--- src/rtl/if_id_buf.sv ---
`timescale 1ns/1ps
`default_nettype none
// ============================================================================
// Module   : if_id_buf
// Purpose  : IF/ID pipeline register with a one-entry skid buffer that absorbs
//            an in-flight fetch return while decode is frozen by a stall.
// Revision : 1.0 - initial release
// ============================================================================
module if_id_buf #(
  parameter int PC_W   = 32,
  parameter int INST_W = 32,
  parameter int CNT_W  = 16
) (
  input  logic              clk,
  input  logic              resetn,
  input  logic              if_valid,
  input  logic [PC_W-1:0]   if_pc,
  input  logic [INST_W-1:0] if_inst,
  output logic              if_ready,
  input  logic              flush,
  input  logic              conflict_stall,
  input  logic              mem_stall,
  output logic              id_valid,
  output logic [PC_W-1:0]   id_pc,
  output logic [INST_W-1:0] id_inst,
  output logic              id_fire,
  output logic [CNT_W-1:0]  stall_cnt
);

  localparam logic [1:0] ST_EMPTY = 2'd0;
  localparam logic [1:0] ST_ONE   = 2'd1;
  localparam logic [1:0] ST_TWO   = 2'd2;

  localparam logic [CNT_W-1:0] CNT_MAX = {CNT_W{1'b1}};
  localparam logic [CNT_W-1:0] CNT_ONE = {{(CNT_W-1){1'b0}}, 1'b1};

  logic [1:0]        state;
  logic [1:0]        state_nxt;
  logic [PC_W-1:0]   main_pc;
  logic [INST_W-1:0] main_inst;
  logic [PC_W-1:0]   skid_pc;
  logic [INST_W-1:0] skid_inst;
  logic [CNT_W-1:0]  cnt;

  logic adv;
  logic acc;
  logic load_main_if;
  logic load_main_skid;
  logic load_skid;
  logic cnt_inc;

  // id_valid is a pure decode of the registered state, so it is glitch-free.
  assign id_valid  = (state != ST_EMPTY);
  assign adv       = id_valid & ~conflict_stall & ~mem_stall;
  assign id_fire   = adv & ~flush;
  assign if_ready  = (state != ST_TWO);
  assign acc       = if_valid & if_ready;
  assign id_pc     = main_pc;
  assign id_inst   = main_inst;
  assign stall_cnt = cnt;
  assign cnt_inc   = id_valid & conflict_stall & ~flush & (cnt != CNT_MAX);

  always_comb begin
    state_nxt      = state;
    load_main_if   = 1'b0;
    load_main_skid = 1'b0;
    load_skid      = 1'b0;
    if (flush) begin
      // Redirect drops everything, including whatever IF offers this cycle.
      state_nxt = ST_EMPTY;
    end else begin
      case (state)
        ST_EMPTY: begin
          if (acc) begin
            load_main_if = 1'b1;
            state_nxt    = ST_ONE;
          end
        end
        ST_ONE: begin
          if (adv) begin
            if (acc) begin
              load_main_if = 1'b1;
            end else begin
              state_nxt = ST_EMPTY;
            end
          end else if (acc) begin
            load_skid = 1'b1;
            state_nxt = ST_TWO;
          end
        end
        ST_TWO: begin
          if (adv) begin
            load_main_skid = 1'b1;
            state_nxt      = ST_ONE;
          end
        end
        default: begin
          state_nxt = ST_EMPTY;
        end
      endcase
    end
  end

  always_ff @(posedge clk) begin
    if (!resetn) begin
      state     <= ST_EMPTY;
      main_pc   <= '0;
      main_inst <= '0;
      skid_pc   <= '0;
      skid_inst <= '0;
      cnt       <= '0;
    end else begin
      state <= state_nxt;
      if (load_main_if) begin
        main_pc   <= if_pc;
        main_inst <= if_inst;
      end else if (load_main_skid) begin
        main_pc   <= skid_pc;
        main_inst <= skid_inst;
      end
      if (load_skid) begin
        skid_pc   <= if_pc;
        skid_inst <= if_inst;
      end
      if (cnt_inc) begin
        cnt <= cnt + CNT_ONE;
      end
    end
  end

endmodule
`default_nettype wire

--- config.mk ---
export PLATFORM = sky130hd
export DESIGN_NAME = if_id_buf
export DESIGN_NICKNAME = d
export VERILOG_FILES = /design/src/rtl/if_id_buf.sv
export SDC_FILE = /design/constraint.sdc
export NUM_CORES = 1
export LEC_CHECK = 0
export ABC_CLOCK_PERIOD_IN_PS = 1500
export BUFFER_PORTS_ARGS = -buffer_cell sky130_fd_sc_hd__buf_4
export CORE_ASPECT_RATIO = 1.4
export CORE_MARGIN = 2
export CORE_UTILIZATION = 47
export DETAILED_ROUTE_END_ITERATION = 10
export GPL_ROUTABILITY_DRIVEN = 0
export PLACE_DENSITY = 0.71
export SETUP_SLACK_MARGIN = 0.15
export SLEW_MARGIN = 10
export SYNTH_ARGS = -nofsm -noshare
export SYNTH_HDL_FRONTEND = slang
export SYNTH_SLANG_ARGS = --single-unit
--- constraint.sdc ---
create_clock -name clk -period 1.5 [get_ports clk]
set_input_delay 0.15 -clock clk [delete_from_list [all_inputs] [get_ports clk]]
set_output_delay 0.15 -clock clk [all_outputs]
set_load 0.005 [all_outputs]
==> results.toml, run 1 <==
[status]
status = "complete, but fails checks"
violations = "negative setup slack"

[timing]
worst_slack_ns = -0.487
fin_crit_sh = 1.32
fmax_mhz = 503
finalHoldViolations = 0
rsz0062_at_grt = "yes"
maxSlewViolCount = 0
relSlewSlack = 0.612
layout_min_cycle_time_ns = 1.99
tightest_slew_ns = 0.582
finalClockSkew_ns = 0.00638
finalSetupViolations = 121

[setup_path]
r2r_setup_slack_ns = -0.49
endpoint_kind = "flop"
r2r_end = "id_pc[25]"
critPathLaunchType = "flop"
crit_required_ns = 1.77
ff2ff_path_depth = 7
crit_fanout = 5
path_class = "reg -> reg"
crit_arrival_ns = 2.26
worstReg2RegStart = "state[0]"

[synthesis]
synthFlopType = "dfxtp_1"
synth_seq_area_share = 0.515
synth_area_per_cell_sq_um = 9.15
yosys.area_share.simple = 0.161
yosysTopAreaCell = "dfxtp_1"
muxShareOfSynthArea = 0.0123
yosysWarnings = 0
synthArstFlopShare = 0
synth_xor_area_frac = 0
ys_ff_latch = 146
synthTopCellsByArea = "dfxtp_1 (51%), o2bb2ai_1 (9.9%), nand2_1 (9.3%)"
synth_edf_count = 0
synth_top_family_by_area = "compound AO/OA/AOI/OAI gates"
yosysMostFrequentCell = "dfxtp_1"
synthCells = 620
synth-compound-area-share = 0.270
syn_nets = 691
syn-cell-area_sq_um = 5680
synthDistinctLibCells = 43
synth_top_area_frac = 0.515
synth-adder-area-share = 0.00220
synthTopCellsByCount = "dfxtp_1 (146), nand2_1 (141), a21oi_1 (73)"

[min_path]
worstHoldEndpoint = "skid_inst[16]"
hold_path_class = "in -> reg"
holdPathStages = 3
hp-start = "if_inst[16]"

[die]
coreArea_sq_um = 11800
die_w_microns = 96.9
start_util = 0.480
dieHeight_microns = 134
rows = 47
dieArea_sq_um = 13000
num_io_pins = 153

[cts]
cts-htree-levels = 4
cts_inserted_buffers = 17
cts_max_path_buffers = 2
clk_pin_slew_ns = 0.06
cts_root_buf = "clkbuf_16"
cts_tree = "done"
clkSinkCount = 146
worst_skew_pair.late_latency_ns = 0.43

[layout]
multi_input_area_sq_um = 4020
regArea_sq_um = 2960
drive_above_1_share = 0.598
fillers = 246
syn2layout_area_growth_pct = 99.2
nets = 989
fin_util = 0.956
diodes = 0
instances_no_fill = 1078

[placed_design]
port-buffer-count = 152
place_ws_ns = -0.153
dpl.cell_count = 914
hpwl_microns = 10800

[global_routing]
track_usage = 0.330
first_global_vias = 6488
gr-total-overflow = 0
grt_max_degree = 65
antenna_found_initial = 1
grt_pass1_wl_microns = 34200

[routing]
firstDrtPassIters = 6
ant_nets = 0
drc = 0
post_drt_wl_per_cell_microns = 31.1
vias = 7468
drtIter0Drc = 741
wirelength_microns = 33500
vias_per_cell = 6.93

[pwr]
cellLeakagePower_nw = 4.39
power_density_nw_per_um2 = 877
ir_drop_mv = 1.29

[job]
drv_cap = 0
==> placed cells by master (no fill, tap or decap), types with 5 or more instances in the layout <==
| master | instances |
|---|---|
| nand2_4 | 35 |
| dlygate4sd3_1 | 54 |
| buf_12 | 21 |
| buf_8 | 5 |
| clkbuf_16 | 30 |
| buf_16 | 15 |
| buf_4 | 189 |
| dfxtp_4 | 10 |
| nand2b_1 | 5 |
| mux2i_1 | 7 |
| nor4_4 | 7 |
| o2bb2ai_1 | 22 |
| nand3_1 | 5 |
| a21oi_2 | 35 |
| a21oi_1 | 38 |
| o2bb2ai_2 | 29 |
| dfxtp_1 | 133 |
| clkinv_2 | 5 |
| nand2_2 | 28 |
| a22oi_2 | 61 |
| o2bb2ai_4 | 13 |
| nand2_1 | 78 |
| buf_6 | 29 |
==> layer usage <==
| layer | vias up | part of all wire | track usage | wire length (microns) |
|---|---|---|---|---|
| li1 | 2885 | - | - | - |
| met1 | 3544 | 0.32 | 0.363 | 10600 |
| met2 | 723 | 0.48 | 0.610 | 16100 |
| met3 | 314 | 0.097 | 0.0714 | 3250 |
| met4 | 2 | 0.11 | 0.139 | 3560 |
| met5 | - | 0.00039 | 0 | 13 |
==> state kept, by name, summed over array words and instances (netlist names) <==
register / flops
skid_inst: 32
id_inst: 32
state: 2
id_pc: 32
stall_cnt: 16
skid_pc: 32
==> kinds of logic (layout without fill, tap and decap cells) <==
group / count (synthesis) / count (layout)
AO/OA/AOI/OAI: 218 / 218
adder cells (fa/ha/maj): 1 / 1
buffers and inverters: 53 / 362
flip-flops: 146 / 146
multiplexers: 7 / 7
AND/OR/NAND/NOR: 195 / 197
==> power by group <==
part	switching (mW)	internal, mW
registers	0.120	3.97
clock network	1.76	2.53
logic	0.750	0.780
total	2.63	7.28
==> through the flow <==
stage / hold slack [ns] / power [mW] / instance area (sq um) / setup TNS, ns
floorplan: 0.232 / 4.46 / 6150 / -0.572
global placement: 0.410 / 4.90 / 7680 / -0.528
detailed placement: 0.419 / 4.92 / 7680 / -0.994
CTS: 0.00138 / 9.48 / 10000 / -4.83
global route: -0.00117 / 10.0 / 11300 / -18.83
finish: 0.00529 / 9.91 / 11300 / -16.62
==> critical path, cell delays in order (launching register included) <==
cell,delay (ns)
dfxtp_4,0.36
nand2b_4,0.16
buf_6,0.13
nor4_4,0.23
buf_6,0.21
clkbuf_16,0.17
a22oi_2,0.10
o2bb2ai_1,0.46
==> how the worst max path moves through the flow <==
| stage | startpoint | to | slack (ns) |
|---|---|---|---|
| 2_1_floorplan | stall_cnt[0] | stall_cnt[10] | -0.08 |
| 3_3_place_gp | stall_cnt[0] | stall_cnt[10] | -0.12 |
| 3_5_place_dp | stall_cnt[0] | stall_cnt[1] | -0.15 |
| 4_1_cts | stall_cnt[0] | stall_cnt[10] | -0.13 |
| 5_1_grt | stall_cnt[1] | stall_cnt[10] | -0.47 |
| 6_report | state[0] | id_pc[25] | -0.49 |
==> final cells by class <==
cell class / count / area share
Clock buffer: 22 / 0.0411
Clock inverter: 10 / 0.00974
Inverter: 3 / 0.00122
Multi-Input combinational cell: 423 / 0.355
Sequential cell: 146 / 0.262
Tap cell: 147 / 0.0163
Timing Repair Buffer: 327 / 0.314
==> repair_timing <==
action	CTS	global route
gates cloned	17	21
buffers inserted	24	16
hold buffers	54	0
endpoints found under the setup margin	146	147
gates resized for setup	107	180
pin swaps	33	77
hold endpoints to repair	77	0
No activity file was read; power rests on OpenSTA's default activity.
==> run 2, diff against run 1 <==
--- a/config.mk
+++ b/config.mk
@@ -5,14 +5,15 @@
 export SDC_FILE = /design/constraint.sdc
 export NUM_CORES = 1
 export LEC_CHECK = 0
-export ABC_CLOCK_PERIOD_IN_PS = 1500
+export ABC_AREA = 1
+export ABC_CLOCK_PERIOD_IN_PS = 2400
 export BUFFER_PORTS_ARGS = -buffer_cell sky130_fd_sc_hd__buf_4
 export CORE_ASPECT_RATIO = 1.4
 export CORE_MARGIN = 2
-export CORE_UTILIZATION = 47
+export CORE_UTILIZATION = 57
 export DETAILED_ROUTE_END_ITERATION = 10
 export GPL_ROUTABILITY_DRIVEN = 0
-export PLACE_DENSITY = 0.71
+export PLACE_DENSITY = 0.81
 export SETUP_SLACK_MARGIN = 0.15
 export SLEW_MARGIN = 10
 export SYNTH_ARGS = -nofsm -noshare
==> constraint.sdc (replaced) <==
create_clock -name clk -period 2.4 [get_ports clk]
set_input_delay 0.24 -clock clk [delete_from_list [all_inputs] [get_ports clk]]
set_output_delay 0.24 -clock clk [all_outputs]
set_load 0.005 [all_outputs]
==> run 2 against run 1 <==
The run now ends clean. Worst setup slack gained 0.93 ns. Clock-buffer cell count shrank 3. Cell area shrank 30%. Clock power shrank 37%. Critical endpoint is now id_fire.
==> results.toml, run 2 <==
[timing]
tightest_slew_ns = 0.654
maxSlewViolCount = 0
finalSetupViolations = 0
finalClockSkew_ns = 0.00615
fin_tns_setup_ns = 0
hold_slack_ns = 0.0917
layout_min_cycle_time_ns = 1.96
fin_crit_sh = 0.818
relSlewSlack = 0.564
finalHoldViolations = 0
rsz0062_at_grt = "no"
fmax_mhz = 510

[die]
die_w_microns = 91.7
start_util = 0.590
num_io_pins = 153
coreArea_sq_um = 10400
dieArea_sq_um = 11600
rows = 44
dieHeight_microns = 127

[cts]
cts_tree = "done"
cts_inserted_buffers = 17
cts_root_buf = "clkbuf_16"
cts-resized-gates = 0
cts-htree-levels = 4
clkSinkCount = 146
worst_skew_pair.late_latency_ns = 0.41
postCtsHoldBufs = 0
clk_pin_slew_ns = 0.06
cts_setup_buffers = 0
cts_max_path_buffers = 2

[synthesis]
yosysTopAreaCell = "dfxtp_1"
synth_top_area_frac = 0.476
synth_area_per_cell_sq_um = 7.44
synth_edf_count = 0
synth_seq_area_share = 0.476
ys_ff_latch = 146
syn_nets = 896
synthDistinctLibCells = 24
synthArstFlopShare = 0
synthFlopType = "dfxtp_1"
syn-cell-area_sq_um = 6140
yosysMostFrequentCell = "nand3_1"
synthTopCellsByArea = "dfxtp_1 (48%), nand3_1 (16%), nor2_1 (9.6%)"
synthTopCellsByCount = "nand3_1 (196), nor2_1 (157), dfxtp_1 (146)"
yosysWarnings = 0
synthCells = 825

[layout]
fin_util = 0.763
layout.cells.most_common = "nand3_1"
final_cell_area_sq_um = 7940
fillers = 789
diodes = 0
layout_common_cells = "nand3_1 (196), buf_4 (166), nor2_1 (156), dfxtp_1 (146), o21ai_0 (72)"
syn2layout_area_growth_pct = 29.4
nets = 1015
drive_above_1_share = 0.227

[pwr]
cellLeakagePower_nw = 3.01
power_frac_seq = 0.444
p_int_mw = 4.42
swShare = 0.231
combPwrFrac = 0.086
power.switching_mw = 1.33
ir_drop_mv = 0.563
clockPowerShare = 0.470
total_power_mw = 5.75
power_density_nw_per_um2 = 724

[global_routing]
antenna_found_initial = 0
met1_usage = 0.363
use_met2 = 0.544
first_global_vias = 6335
gr-total-overflow = 0
grt_max_degree = 70
grt_pass1_wl_microns = 29600
grt_most_used_layer = "met2"
grt.met3_usage = 0.0618
track_usage = 0.311

[setup_path]
path_cells = "nor2_1 > nor3_4 > buf_12 > buf_4"
endpoint_kind = "output pin"
r2r_setup_slack_ns = 0.46
crit_arrival_ns = 1.72
critPathLaunchType = "flop"
path_class = "reg -> out"
slowest_delay_ns = 0.44
crit_fanout = 55
slowest_stage = "dfxtp_1"
crit_required_ns = 2.16

[placed_design]
port-buffer-count = 152
hpwl_microns = 11500
placed_area_sq_um = 7330

[status]
status = "completed"

[routing]
drc = 0
post_drt_wl_per_cell_microns = 16.9
ant_nets = 0
wirelength_microns = 18500
drtIter0Drc = 645
vias_per_cell = 6.04
vias = 6610
firstDrtPassIters = 5

[job]
drv_cap = 0

[min_path]
hold_path_class = "in -> reg"
run 2: changes by cell type in the layout (fill, tap and decap cells not counted), sizes merged, moves of 68 or more:
cell | previous run | this run
o21ai | 5 | 73
nand3 | 9 | 197
nand2 | 142 | 63
buf | 259 | 170
nor2 | 2 | 161
run 2: cell type report:
| class | count | area [sq um] | area share |
|---|---|---|---|
| clock buffer | 19 | 453 | 0.0570 |
| clock inverter | 12 | 158 | 0.0198 |
| tap | 138 | 173 | 0.0217 |
| timing repair buffer | 170 | 1330 | 0.167 |
| sequential | 146 | 2920 | 0.368 |
| inverter | 24 | 90.1 | 0.0113 |
| multi-input combinational | 585 | 2820 | 0.355 |
run 2: stage by stage:
stage,std cells,setup WS [ns]
floorplan,825,0.821
global placement,1063,0.617
detailed placement,1063,0.540
CTS,1094,0.442
global route,1094,0.321
finish,1094,0.438
run 2: logic make-up after synthesis:
kind of cell,count (synthesis),share of synthesized area
simple gates,429,0.309
compound gates,149,0.136
flops,146,0.476
buf+inv,94,0.0683
xor+xnor,6,0.00856
fa+ha+maj,1,0.00204
run 2: path summary, 6_finish.rpt:
| check | cells past startpoint | from | end |
|---|---|---|---|
| max reg2reg | 8 | stall_cnt[0] | stall_cnt[11] |
| max | 4 | state[1] | id_fire |
| min reg2reg | 2 | skid_pc[19] | skid_pc[19] |
| min | 3 | if_inst[25] | skid_inst[25] |
run 2: power groups by stage:
stage               clock network, mW  logic, mW  registers [mW]
global route                     2.82      0.542            2.56
finish                           2.70      0.497            2.55
CTS                              2.71      0.493            2.55
floorplan                           0      0.233            2.59
detailed placement                  0      0.490            2.60
global placement                    0      0.476            2.60
run 2: per-layer routing:
metal	up-vias	share of wire
met3	57	0.079
met5	-	0
met4	0	0.033
met1	3105	0.37
li1	3080	-
met2	368	0.52
run 2: critical path: cells and delay by family, from the launching register on:
family,cells,cell delay (ns)
simple gates,2,0.40
flops,1,0.44
buf+inv,2,0.45
